`config.mk`:
```
export PLATFORM = sky130hd
export DESIGN_NAME = pb_event_detect
export DESIGN_NICKNAME = d
export VERILOG_FILES = /design/src/rtl/pb_event_detect.sv
export SDC_FILE = /design/constraint.sdc
export NUM_CORES = 1
export LEC_CHECK = 0
export ABC_CLOCK_PERIOD_IN_PS = 4000
export BUFFER_PORTS_ARGS = -buffer_cell sky130_fd_sc_hd__buf_2
export CAP_MARGIN = 40
export CORE_AREA = 2 2 102 104
export CTS_BUF_LIST = sky130_fd_sc_hd__clkbuf_8 sky130_fd_sc_hd__clkbuf_16
export CTS_CLUSTER_DIAMETER = 50
export DETAILED_ROUTE_END_ITERATION = 6
export DIE_AREA = 0 0 104 106
export PLACE_DENSITY = 0.82
export SLEW_MARGIN = 20
export SYNTH_ARGS = -nofsm -noshare
export SYNTH_HDL_FRONTEND = slang
export SYNTH_SLANG_ARGS = --single-unit
```
`constraint.sdc`:
```
create_clock -name clk -period 4 [get_ports clk]
set_input_delay 0.6 -clock clk [delete_from_list [all_inputs] [get_ports clk]]
set_output_delay 0.6 -clock clk [all_outputs]
set_load 0.1 [all_outputs]
```
`src/rtl/pb_event_detect.sv`:
```
// pb_event_detect: per-channel synchroniser, debouncer and press/release/long-press FSM for active-low buttons.
// Optional auto-repeat of pressed while long-held: define PB_AUTOREPEAT_EN.
module pb_event_detect #(
    parameter int N_BTN         = 4,
    parameter int SYNC_STAGES   = 2,
    parameter int DEB_CYCLES    = 16,
    parameter int LONG_CYCLES   = 1024,
    parameter int REPEAT_CYCLES = 256
) (
    input  logic             clk,
    input  logic             rst,
    input  logic [N_BTN-1:0] pb_n,
    output logic [N_BTN-1:0] pressed,
    output logic [N_BTN-1:0] released,
    output logic [N_BTN-1:0] long_press,
    output logic [N_BTN-1:0] held,
    output logic             event_any
);
    typedef enum logic [2:0] {IDLE, DEB_P, HELD, LONG, DEB_R} state_t;
    localparam int DW = $clog2(DEB_CYCLES + 1);
    localparam int HW = $clog2(LONG_CYCLES + 1);
    // The IDLE/HELD/LONG sample that starts a debounce counts as the first stable sample.
    localparam logic [DW-1:0] DEB_LIM  = DW'(DEB_CYCLES > 1 ? DEB_CYCLES - 2 : 0);
    localparam logic [HW-1:0] HOLD_LIM = HW'(LONG_CYCLES - 1);
    localparam bit            DEB_ONE  = (DEB_CYCLES == 1);

    logic [N_BTN-1:0] w_press, w_rel, w_long;
    logic             r_event_any;

    if (N_BTN < 1 || SYNC_STAGES < 2 || DEB_CYCLES < 1 || LONG_CYCLES < 1 || REPEAT_CYCLES < 1) begin : g_bad_param
        $error("pb_event_detect: parameter out of range");
    end

    for (genvar c = 0; c < N_BTN; c++) begin : g_ch
        logic [SYNC_STAGES-1:0] r_sync;
        state_t                 r_state;
        logic                   r_org_long, r_press, r_rel, r_long, r_held;
        logic [DW-1:0]          r_deb_cnt;
        logic [HW-1:0]          r_hold_cnt;
        logic                   w_s, w_deb_fin, w_rep;
        logic [DW-1:0]          w_deb_inc;
        assign w_s       = r_sync[SYNC_STAGES-1];
        assign w_deb_fin = DEB_ONE || r_deb_cnt >= DEB_LIM;
        assign w_deb_inc = (r_deb_cnt == '1) ? r_deb_cnt : r_deb_cnt + 1'b1;
`ifdef PB_AUTOREPEAT_EN
        localparam int RW = $clog2(REPEAT_CYCLES + 1);
        localparam logic [RW-1:0] REP_LIM = RW'(REPEAT_CYCLES - 1);
        logic [RW-1:0] r_rep_cnt;
        assign w_rep = r_state == LONG && !w_s && r_rep_cnt == REP_LIM;
`else
        assign w_rep = 1'b0;
`endif
        assign w_press[c] = (r_state == IDLE && !w_s && DEB_ONE) || (r_state == DEB_P && !w_s && w_deb_fin) || w_rep;
        assign w_rel[c]   = w_s && (((r_state == HELD || r_state == LONG) && DEB_ONE) || (r_state == DEB_R && w_deb_fin));
        assign w_long[c]  = r_state == HELD && !w_s && r_hold_cnt == HOLD_LIM;
        assign pressed[c]    = r_press;
        assign released[c]   = r_rel;
        assign long_press[c] = r_long;
        assign held[c]       = r_held;

        always_ff @(posedge clk or posedge rst)
            if (rst) r_sync <= '1;
            else     r_sync <= {r_sync[SYNC_STAGES-2:0], pb_n[c]};

        always_ff @(posedge clk or posedge rst) begin
            if (rst) begin
                r_state    <= IDLE;
                r_org_long <= 1'b0;
                r_deb_cnt  <= '0;
                r_hold_cnt <= '0;
                r_press    <= 1'b0;
                r_rel      <= 1'b0;
                r_long     <= 1'b0;
                r_held     <= 1'b0;
`ifdef PB_AUTOREPEAT_EN
                r_rep_cnt  <= '0;
`endif
            end else begin
                r_press <= w_press[c];
                r_rel   <= w_rel[c];
                r_long  <= w_long[c];
                r_held  <= r_held ? !w_rel[c] : w_press[c];
                case (r_state)
                    IDLE:
                        if (!w_s) begin
                            r_state    <= DEB_ONE ? HELD : DEB_P;
                            r_deb_cnt  <= '0;
                            r_hold_cnt <= '0;
                        end
                    DEB_P:
                        if (w_s) r_state <= IDLE;
                        else if (w_deb_fin) begin
                            r_state    <= HELD;
                            r_hold_cnt <= '0;
                        end else r_deb_cnt <= w_deb_inc;
                    // A release sample beats the long threshold; hold_cnt stays frozen through DEB_R.
                    HELD:
                        if (w_s) begin
                            r_state    <= DEB_ONE ? IDLE : DEB_R;
                            r_org_long <= 1'b0;
                            r_deb_cnt  <= '0;
                        end else if (r_hold_cnt == HOLD_LIM) begin
                            r_state   <= LONG;
`ifdef PB_AUTOREPEAT_EN
                            r_rep_cnt <= '0;
`endif
                        end else r_hold_cnt <= r_hold_cnt + 1'b1;
                    LONG:
                        if (w_s) begin
                            r_state    <= DEB_ONE ? IDLE : DEB_R;
                            r_org_long <= 1'b1;
                            r_deb_cnt  <= '0;
                        end
`ifdef PB_AUTOREPEAT_EN
                        else r_rep_cnt <= w_rep ? '0 : r_rep_cnt + 1'b1;
`endif
                    DEB_R:
                        if (!w_s) begin
                            r_state   <= r_org_long ? LONG : HELD;
                            r_deb_cnt <= '0;
                        end else if (w_deb_fin) r_state <= IDLE;
                        else r_deb_cnt <= w_deb_inc;
                    default: r_state <= IDLE;
                endcase
            end
        end
    end

    always_ff @(posedge clk or posedge rst)
        if (rst) r_event_any <= 1'b0;
        else     r_event_any <= |{w_press, w_rel, w_long};

    assign event_any = r_event_any;
endmodule

```
# After elaboration in Yosys (flattened, before gate mapping)
# Index checks and enable logic that the tools add are counted.
word_totals:
  reg_bits: 105
  latch_bits: 0
  mem_bits_rw: 0
  rom_bits: 0
  out_inout_bits: 17
  memories: 0
op_classes:
  n_addsub: 8
  multipliers: 0
  div: 0
  magnitude_cmp: 4
  n_eq_ne: 68
  shift: 0
  n_mux: 108
  n_bitwise: 0
  n_reduce_logical: 69
ops:
  columns: ["op", "count"]
  rows:
  - ["11-bit 2-to-1 mux", 20]
  - ["11-bit one-hot mux with 3 select lines", 4]
  - ["5-bit 2-to-1 mux", 24]
  - ["3-bit 2-to-1 mux", 32]
  - ["5-bit one-hot mux with 4 select lines", 4]
  - ["3-bit one-hot mux with 5 select lines", 4]
  - ["2-bit != test (second input constant)", 28]
  - ["11-bit by 1-bit adder with 11-bit output (second input constant)", 4]
  - ["11-bit by 10-bit == test with 1-bit output (second input constant)", 4]
  - ["3-bit by 2-bit == test with 1-bit output (second input constant)", 8]
  - ["1-bit logical AND", 24]
  - ["3-bit != test (second input constant)", 8]
  - ["6-bit AND reduction", 4]
  - ["5-bit by 1-bit adder with 5-bit output (second input constant)", 4]
  - ["5-bit == test (second input constant)", 4]
  - ["5-bit by 4-bit greater-or-equal comparator with 1-bit output (second input constant)", 4]
  - ["5-bit AND reduction", 4]
  - ["1-bit 2-to-1 mux", 16]
  - ["4-bit AND reduction", 4]
  - ["4-bit nonzero test", 4]
  - ["3-bit by 1-bit == test with 1-bit output (second input constant)", 4]
  - ["3-bit == test (second input constant)", 4]
  - ["3-bit logical NOT", 4]
  - ["3-bit by 2-bit != test with 1-bit output (second input constant)", 4]
  - ["other kinds (8)", 33]

# Longest topological paths before layout
# Gate-level depths: netlist of run 1.
depth:
  ltp_word: 5
  mapped_depth: 7
  ltp_nobuf: 6

# Worst setup path before layout of run 1
# OpenSTA, ideal clock, no wires.
synth_path:
  path_kind: "reg-to-reg"
  start: "register g_ch[1].r_hold_cnt[0]"
  end: "register g_ch[1].r_hold_cnt[0]"
  setup_time_ps: 128
  t_arrival_ps: 1747
  required_time_ps: 3872
  path_slack_ps: 2125
  path_stages_with_launch: 7
  path_cell_list: "dfrtp_1 > ha_1 > nand2_1 > nor4b_2 > buf_4 > a21oi_2 > mux2_1"
synth_between:
  elab_chain_cells: 4
  word_cells_on_any_way: 7
  cone_classes: "add/sub: 1; eq/ne: 2; mux: 3; reduce/logical: 1"
synth_lines:
  columns: ["element", "line", "rtl"]
  rows:
  - ["start, declared", "39", "logic [HW-1:0] r_hold_cnt;"]
  - ["start signal, assigned", "107", "end else r_hold_cnt <= r_hold_cnt + 1'b1;"]
  - ["11-bit by 1-bit adder with 11-bit output", "107", null]
  - ["11-bit 2-to-1 mux", "102", "end else if (r_hold_cnt == HOLD_LIM) begin"]
  - ["11-bit 2-to-1 mux", "98", "if (w_s) begin"]
  - ["11-bit one-hot mux with 3 select lines", "83", "case (r_state)"]
# Several ways; a longest one is shown, not always the timed one. The select of a mux whose other input is x is not followed.
# A chain may end at the register's enable or synchronous reset.

# Worst setup path after layout of run 1
# Same ends and word-level chain as after synthesis.

==> results.yml, run 1 <==
placed_design:
  place_area_sq_um: 5930
  hpwl_microns: 7880
  dp_slack_ps: 1750
  io_buffer_count: 22
  place.gp.congestion: 0.882
  post-place-cells: 726
timing:
  fin_hold_ws_ps: 246
  fin_ws_ps: 1780
  slew_violations: 0
  slew_headroom_pct: 42.7
  fin_crit_ps: 2220
  finalCritPeriodShare_pct: 55.6
  setup_violations: 0
  worst_pin_slew_ps: 854
  max_freq_ghz: 0.450
  skew_ps: 18.2
  tns_ps: 0
  hold_viol_final: 0
  rsz0062_at_grt: "false"
clocking:
  cts_tree: "done"
  cts_max_level: 3
  path_clk_slew_ps: 90
  clock_sinks: 105
  cts_buffer_depth: 2
  clockRootBuffer: "clkbuf_8"
  cts_setup_buffers: 0
  cts_made_buffers: 9
  cts_resized: 0
  clk_latency_ps: 380
  ctsHoldBuffers: 0
layout:
  final_common_cell: "dfrtp_1"
  post-route-util_pct: 61.7
  num-nets-final: 621
  stdcell_area_sq_um: 6170
  antenna_cells: 0
  areaGrowthSynthToFinish_pct: 4.98
  drive_above_1_share_pct: 11.9
  instances_no_fill: 742
  layout_common_cells: "dfrtp_1 (97), nand2_1 (51), o21ai_0 (32), nor3_1 (32), a21oi_1 (26)"
worst_setup_path:
  timing.rr.start: "g_ch[1].r_hold_cnt[0]"
  startpoint_type: "flip-flop"
  r2r_cells: 6
  critPathRequiredTime_ps: 4260
  critPathLaunch: "g_ch[1].r_hold_cnt[0]"
  critPathArrivalTime_ps: 2490
  crit_path_max_fanout: 8
  end_kind: "flip-flop"
  critPathKind: "reg2reg"
power:
  power_mw: 2.32
  seq_power_share_pct: 52.4
  comb_power_share_pct: 15.1
  p_clk_share_pct: 32.5
  power_density_nw_per_um2: 377
  peakVddDrop_uv: 174
  intPower_mw: 1.65
  leakage_nw: 2.66
  swShare_pct: 29.0
  power.switching_mw: 0.673
grt:
  grt_usage_pct: 22.0
  antenna_found_initial: 0
  grt_pass1_wl_microns: 20000
  globalRouteOverflowTotal: 0
  grt_max_degree: 43
  grt_pass1_vias: 4352
synthesis:
  syn-num-nets: 628
  synth-async-reset-ratio_pct: 100
  synth_edf_count: 0
  synthTopCellsByArea: "dfrtp_1 (41%), mux2i_1 (3.7%), dfstp_2 (3.6%)"
  yosys.area.top_type_share_pct: 41.3
  yosys.area.top_type: "dfrtp_1"
  syn_area_sq_um: 5880
  seq_area_frac_synth_pct: 44.9
  avgSynthCellArea_sq_um: 9.64
  ys_seq_elements: 105
  synth_cell_type_count: 72
  synth_cells: 610
  yosys_warnings: 0
  synth_ff_type: "dfrtp_1"
floorplan:
  io-pin-count: 23
  core_sq_um: 10000
  start_util_pct: 58.8
  num_rows: 37
  die_y_microns: 106
  dieArea_sq_um: 11000
  die_w_microns: 104
drt:
  drc: 0
  viasPerCell: 6.18
  ant_nets: 0
  drtPass1Iterations: 5
  first_iter_violations: 256
  wl_microns: 11500
  dr_total_vias: 4586
  post_drt_wl_per_cell_microns: 15.5
hold_path:
  hold_path.class: "in2async"
run_status:
  status: "complete, no violations"
job:
  maxCapViolCount: 0
cells by family (layout without fill, tap and decap cells):
kind of cell,after synthesis,after routing,share of synthesized area [%]
AO/OA/AOI/OAI,157,157,18.5
XOR/XNOR,1,1,0.149
adder cells (fa/ha/maj),12,12,2.55
buffers and inverters,73,69,6.15
flip-flops,105,105,44.9
multiplexers,29,29,5.09
AND/OR/NAND/NOR,233,233,22.6
path summary, 6_finish.rpt:
kind / to / slack [ps]
setup / recovery: g_ch[1].r_hold_cnt[0] / 1780
hold / removal: g_ch[1].r_hold_cnt[6] / 250
max in group asynchronous: g_ch[0].r_sync[0] / 2860
setup reg to reg: g_ch[1].r_hold_cnt[0] / 1780
hold reg to reg: g_ch[0].r_sync[1] / 340
min in group clk: g_ch[3].r_sync[0] / 310
power groups by stage:
stage	Sequential [mW]	Combinational (mW)	Clock, mW
floorplan	1.19	0.316	0
global placement	1.23	0.329	0
detailed placement	1.24	0.348	0
CTS	1.21	0.350	0.781
global route	1.23	0.389	0.813
finish	1.22	0.351	0.756
critical path, stage by stage, from the launching register on:
cell     delay [ps]
dfrtp_1         460
ha_1            220
nand2_1         140
nor4b_2         520
buf_2           310
a21oi_2         100
mux2_1          360
cell usage after synthesis (3+ instances only):
master    instances
o21ai_0          32
inv_1            25
o211ai_1          5
a21boi_0          3
or4_1            12
buf_2             9
nor3_1           32
nand2_1          51
buf_4            18
mux2_1            3
a211oi_1         11
mux2i_1          22
and2_1           10
o22a_1            8
a31oi_1           5
dfrtp_1          97
ha_1             12
and4_1            3
o31ai_1          12
nor4_1            8
a21boi_1          4
nand4_1          10
a21oi_1          26
nor4b_1           3
nor3b_1           6
o21a_1           10
o22ai_1           3
and3_1            7
nor2_1           19
o211a_1           5
clkbuf_1         19
dfstp_2           8
nand2b_1         19
nand3_1          24
nand3b_1          6
mux2_2            4
o21ai_1           4
or3_1             3
o21bai_1          7
flip-flops by register name (all words and copies together), names as in the netlist:
name	cells
event_any	1
g_ch.r_deb_cnt	20
g_ch.r_held	4
g_ch.r_hold_cnt	44
g_ch.r_long	4
g_ch.r_org_long	4
g_ch.r_press	4
g_ch.r_rel	4
g_ch.r_state	12
g_ch.r_sync	8
per-layer routing:
metal	vias to the layer above	global-route usage [%]	wire length [microns]
li1	2216	-	-
met1	2256	28.2	5230
met2	87	36.4	5670
met3	27	4.05	369
met4	0	10.6	267
met5	-	0	0
final cells by class:
| class | count | area [sq um] |
|---|---|---|
| fill | 820 | 3830 |
| multi-input combinational | 432 | 2880 |
| sequential | 105 | 2640 |
| tap | 136 | 170 |
| timing repair buffer | 30 | 165 |
| clock buffer | 9 | 124 |
| clock inverter | 5 | 98.8 |
| inverter | 25 | 96.3 |
(Power assumes the default switching activity.)
==> run 2, diff against run 1 <==
==> config.mk (replaced) <==
export PLATFORM = sky130hd
export DESIGN_NAME = pb_event_detect
export DESIGN_NICKNAME = d
export VERILOG_FILES = /design/src/rtl/pb_event_detect.sv
export SDC_FILE = /design/constraint.sdc
export NUM_CORES = 1
export LEC_CHECK = 0
export ABC_AREA = 1
export ABC_CLOCK_PERIOD_IN_PS = 2000
export BUFFER_PORTS_ARGS = -buffer_cell sky130_fd_sc_hd__buf_2
export CAP_MARGIN = 40
export CORE_AREA = 2 2 109 111
export CTS_BUF_LIST = sky130_fd_sc_hd__clkbuf_8 sky130_fd_sc_hd__clkbuf_16
export CTS_CLUSTER_DIAMETER = 50
export DETAILED_ROUTE_END_ITERATION = 6
export DIE_AREA = 0 0 111 113
export PLACE_DENSITY = 0.79
export SLEW_MARGIN = 20
export SYNTH_ARGS = -nofsm -noshare
export SYNTH_HDL_FRONTEND = slang
export SYNTH_SLANG_ARGS = --single-unit
==> constraint.sdc (replaced) <==
create_clock -name clk -period 2 [get_ports clk]
set_input_delay 0.3 -clock clk [delete_from_list [all_inputs] [get_ports clk]]
set_output_delay 0.3 -clock clk [all_outputs]
set_load 0.1 [all_outputs]
==> run 2 against run 1 <==
- area after synthesis up 5.4%
- highest routed layer unchanged
- register-to-register slack worse by 1500 ps
- sequential share of layout area down 3.0 points
- fmax up 28%
- wire length down 1.1%
- critical endpoint is now g_ch[1].r_hold_cnt[5]
- cell area up 7.5%
- die area up 14%
- flip-flop and latch count unchanged
==> results.yml, run 2 <==
synthesis:
  synth_cell_type_count: 39
  synth_edf_count: 0
  yosys-top-cells-count: "nand2_1 (263), dfrtp_1 (97), nor2_1 (96)"
  yosys.area.top_type_share_pct: 39.2
  synthTopCellsByArea: "dfrtp_1 (39%), nand2_1 (16%), nand3_1 (6.2%)"
  synth_ff_type: "dfrtp_1"
  ys_seq_elements: 105
  yosys_warnings: 0
  avgSynthCellArea_sq_um: 7.33
  syn-num-nets: 863
  yosysMostFrequentCell: "nand2_1"
  synth-async-reset-ratio_pct: 100
  seq_area_frac_synth_pct: 42.6
  syn_area_sq_um: 6190
  yosys.area.top_type: "dfrtp_1"
  synth_cells: 845
floorplan:
  start_util_pct: 55.0
  core_sq_um: 11300
  die_y_microns: 113
  io-pin-count: 23
  die_w_microns: 111
  num_rows: 39
  dieArea_sq_um: 12500
drt:
  ant_nets: 0
  post_drt_wl_per_cell_microns: 11.4
  wl_microns: 11400
  dr_total_vias: 5100
  viasPerCell: 5.08
  first_iter_violations: 255
  drtPass1Iterations: 5
  drc: 0
power:
  comb_power_share_pct: 35.5
  p_clk_share_pct: 23.7
  swShare_pct: 41.3
  power.switching_mw: 2.90
  power_density_nw_per_um2: 1060
  seq_power_share_pct: 40.8
  peakVddDrop_uv: 764
  leakage_nw: 3.45
  intPower_mw: 4.13
worst_setup_path:
  end_kind: "flip-flop"
  critPathKind: "reg2reg"
  startpoint_type: "flip-flop"
  critPathArrivalTime_ps: 1990
  critPathRequiredTime_ps: 2250
  crit_path_max_fanout: 18
clocking:
  clockRootBuffer: "clkbuf_16"
  cts_tree: "done"
  clk_latency_ps: 360
  cts_buffer_depth: 2
  cts_made_buffers: 9
  clock_sinks: 105
  cts_setup_buffers: 0
  cts_resized: 0
  path_clk_slew_ps: 70
  cts_max_level: 3
layout:
  final_common_cell: "nand2_1"
  layout_common_cells: "nand2_1 (263), dfrtp_1 (97), nor2_1 (96)"
  largest_reg_flops: 44
  stdcell_area_sq_um: 6630
  antenna_cells: 0
  regMostFlops: "g_ch.r_hold_cnt"
  areaGrowthSynthToFinish_pct: 7.05
  post-route-util_pct: 58.8
  reg_top3: "g_ch.r_hold_cnt x44, g_ch.r_deb_cnt x20, g_ch.r_state x12"
  num-nets-final: 874
  fillers: 1022
  drive_above_1_share_pct: 11.5
timing:
  setup_violations: 0
  slew_headroom_pct: 67.3
  fin_crit_ps: 1740
  hold_viol_final: 0
  rsz0062_at_grt: "false"
  max_freq_ghz: 0.574
  skew_ps: 8.69
  slew_violations: 0
  finalCritPeriodShare_pct: 87.1
  tns_ps: 0
  worst_pin_slew_ps: 495
placed_design:
  io_buffer_count: 22
  hpwl_microns: 8310
  place_area_sq_um: 6340
  place.gp.congestion: 0.853
grt:
  grt_usage_pct: 19.4
  grt_max_degree: 55
  antenna_found_initial: 0
  grt_pass1_vias: 4604
  grt_pass1_wl_microns: 20200
  globalRouteOverflowTotal: 0
hold_path:
  hold_path.class: "in2reg"
job:
  maxCapViolCount: 0
run_status:
  status: "complete, no violations"
==> run 2: final cells by class <==
| class | instances | area [sq um] | area share [%] |
|---|---|---|---|
| clock inverters | 6 | 41.3 | 0.623 |
| well taps | 143 | 179 | 2.70 |
| repair buffers | 30 | 198 | 2.98 |
| clock buffers | 10 | 239 | 3.60 |
| multi-input cells | 607 | 2950 | 44.4 |
| flip-flops and latches | 105 | 2640 | 39.8 |
| inverters | 103 | 390 | 5.89 |
==> run 2: path summary, 6_finish.rpt <==
path / start / to / slack (ps) / depth (start not counted)
worst max-delay path: g_ch[1].r_hold_cnt[0] / g_ch[1].r_hold_cnt[5] / 260 / 8
worst min-delay path: pb_n[1] / g_ch[1].r_sync[0] / 30 / 1
worst max register to register: g_ch[1].r_hold_cnt[0] / g_ch[1].r_hold_cnt[5] / 260 / 8
worst min register to register: g_ch[2].r_sync[0] / g_ch[2].r_sync[1] / 350 / 0
max in group asynchronous: rst / g_ch[3].r_sync[1] / 970 / 4
min in group asynchronous: rst / g_ch[1].r_long / 440 / 3
==> run 2: per-layer routing <==
layer	part of all wire, %	global-route usage, %	vias to the layer above
met5	0	0	-
met4	1.1	4.67	0
met3	3.2	5.09	11
met2	47	32.5	54
met1	49	25.6	2334
li1	-	-	2701
==> run 2: repair_timing <==
item,CTS,global route
endpoints found under the setup margin,0,0
hold buffers,1,0
endpoints found under the hold margin,6,0
==> run 2: logic make-up after synthesis <==
group           Yosys count  synth area share [%]
simple gates            498                  35.1
buf+inv                 133                  9.86
flops                   105                  42.6
compound gates           86                  8.44
fa+ha+maj                12                  2.42
xor+xnor                 11                  1.56
==> run 2: power groups by stage <==
stage	registers (mW)	clock network (mW)	logic (mW)
after global placement	2.89	0	2.44
after floorplan	2.76	0	2.25
after global routing	2.93	1.81	2.90
after detailed placement	2.89	0	2.49
after CTS	2.86	1.71	2.51
final	2.86	1.67	2.49
==> run 2: metrics by stage <==
step | total power [mW] | hold WS [ps] | instances | setup slack (ps)
CTS | 7.09 | 27.2 | 1004 | 240
global route | 7.64 | 18.6 | 1004 | 28.8
finish | 7.03 | 34.0 | 1004 | 258
floorplan | 5.00 | 304 | 845 | 447
detailed placement | 5.39 | 265 | 987 | 251
global placement | 5.33 | 251 | 987 | 295
==> run 2: worst max-delay path: stages (launching register included) <==
cell	delay, ps
dfrtp_1	390
ha_1	250
inv_1	90
nor2_2	190
nand4_1	200
nand3_4	240
inv_1	140
nand2_1	80
nand2_1	50
==> run 3, diff against run 2 <==
--- a/config.mk
+++ b/config.mk
@@ -14,7 +14,7 @@
 export CTS_CLUSTER_DIAMETER = 50
 export DETAILED_ROUTE_END_ITERATION = 6
 export DIE_AREA = 0 0 111 113
-export PLACE_DENSITY = 0.79
+export PLACE_DENSITY = 0.81
 export SLEW_MARGIN = 20
 export SYNTH_ARGS = -nofsm -noshare
 export SYNTH_HDL_FRONTEND = slang
==> run 3 against run 2 <==
- cell area hardly changed
- largest power group unchanged
- via count grew 0.29%
- wire length fell by 1.5%
- core utilization hardly changed
==> results.yml, run 3 (synthesized netlist as in run 2, its figures left out) <==
clocking:
  path_clk_slew_ps: 70
  clk_latency_ps: 350
  cts_resized: 0
  cts_setup_buffers: 0
  cts_buffer_depth: 2
  cts_tree: "done"
  cts_made_buffers: 9
  ctsHoldBuffers: 1
  cts_max_level: 3
  clock_sinks: 105
  clockRootBuffer: "clkbuf_16"
timing:
  slew_violations: 0
  worst_pin_slew_ps: 500
  fin_ws_ps: 259
  tns_ps: 0
  skew_ps: 5.73
  max_freq_ghz: 0.575
  fin_crit_ps: 1740
  hold_viol_final: 0
  finalCritPeriodShare_pct: 87.0
  setup_violations: 0
  slew_headroom_pct: 66.9
  rsz0062_at_grt: "false"
drt:
  drtPass1Iterations: 5
  wl_microns: 11200
  viasPerCell: 5.10
  dr_total_vias: 5115
  first_iter_violations: 397
  post_drt_wl_per_cell_microns: 11.2
  ant_nets: 0
  drc: 0
floorplan:
  core_sq_um: 11300
  die_w_microns: 111
  die_y_microns: 113
  num_rows: 39
  start_util_pct: 55.0
  dieArea_sq_um: 12500
  io-pin-count: 23
grt:
  grt_max_degree: 74
  globalRouteOverflowTotal: 0
  antenna_found_initial: 0
  grt_pass1_wl_microns: 20000
  grt_pass1_vias: 4667
  grt_usage_pct: 19.2
run_status:
  status: "complete, no violations"
layout:
  final_common_cell: "nand2_1"
  largest_reg_flops: 44
  post-route-util_pct: 58.8
  layout_common_cells: "nand2_1 (263), dfrtp_1 (97), inv_1 (96), nor2_1 (96), nand3_1 (77)"
  areaGrowthSynthToFinish_pct: 7.07
  num-nets-final: 873
  antenna_cells: 0
  reg_top3: "g_ch.r_hold_cnt x44, g_ch.r_deb_cnt x20, g_ch.r_state x12"
  drive_above_1_share_pct: 11.3
  regMostFlops: "g_ch.r_hold_cnt"
  stdcell_area_sq_um: 6630
worst_setup_path:
  r2r_cells: 8
  cpMostUsedCell: "nand2_1"
  path_buf_inv: 1
  startpoint_type: "flip-flop"
  critPathRequiredTime_ps: 2270
  cp_top_family: "simple AND/OR/NAND/NOR gates"
  slowest_delay_ps: 460
  crit_slowest_cell: "dfrtp_1"
  worst-path-stages: 8
  critPathKind: "reg2reg"
  critPathArrivalTime_ps: 2010
  crit_path_max_fanout: 16
  end_kind: "flip-flop"
  cp_cell_sequence: "ha_1 > nand3_1 > nor2_1 > nand4_1 > nand2_1 > buf_12 > nand2_1 > o21ai_1"
placed_design:
  dp_slack_ps: 297
  hpwl_microns: 8160
  place_area_sq_um: 6330
  io_buffer_count: 22
  place.gp.congestion: 0.879
power:
  power_density_nw_per_um2: 1070
  leakage_nw: 3.45
  peakVddDrop_uv: 777
hold_path:
  hold_path.class: "in2reg"
  holdPathStages: 1
job:
  maxCapViolCount: 0
run 3: changes by cell type in the layout (fill, tap and decap cells not counted):
cell,change
buf_4,-1
bufinv_16,+1
clkbuf_8,-1
clkinv_2,+1
clkinv_4,+1
clkinvlp_4,-1
inv_1,+1
inv_6,-2
run 3: path summary, 6_finish.rpt:
check	from	to	slack, ps
setup / recovery	g_ch[0].r_hold_cnt[0]	g_ch[0].r_hold_cnt[9]	260
hold / removal	pb_n[2]	g_ch[2].r_sync[0]	40
setup reg to reg	g_ch[0].r_hold_cnt[0]	g_ch[0].r_hold_cnt[9]	260
hold reg to reg	g_ch[0].r_sync[0]	g_ch[0].r_sync[1]	360
max in group asynchronous	rst	g_ch[3].r_sync[1]	840
min in group asynchronous	rst	g_ch[1].r_hold_cnt[2]	470
run 3: final cells by class:
| cell class | count | area [sq um] |
|---|---|---|
| Fill cell | 1031 | 4640 |
| Inverter | 103 | 390 |
| Sequential cell | 105 | 2640 |
| Timing Repair Buffer | 29 | 190 |
| Clock buffer | 9 | 225 |
| Clock inverter | 7 | 63.8 |
| Multi-Input combinational cell | 607 | 2950 |
| Tap cell | 143 | 179 |
run 3: per-layer routing:
metal,global-route usage (%),vias to the layer above,part of all wire (%)
li1,-,2697,-
met4,6.00,0,1.2
met3,3.75,11,3.0
met1,24.7,2334,48
met5,0,-,0
met2,33.2,73,48
run 3: where the power goes:
group          total [mW]  switching, mW  internal (mW)  leakage [nW]
combinational        2.50           1.69          0.810          1.90
sequential           2.87          0.412           2.45          1.40
clock                1.72          0.757          0.958         0.148
run 3: stage by stage:
step	instances	total power, mW	hold slack [ps]
after detailed placement	986	5.39	299
after global placement	986	5.33	297
after global routing	1003	7.69	26.4
after CTS	1003	7.16	24.2
final	1003	7.08	40.0
after floorplan	845	5.00	304
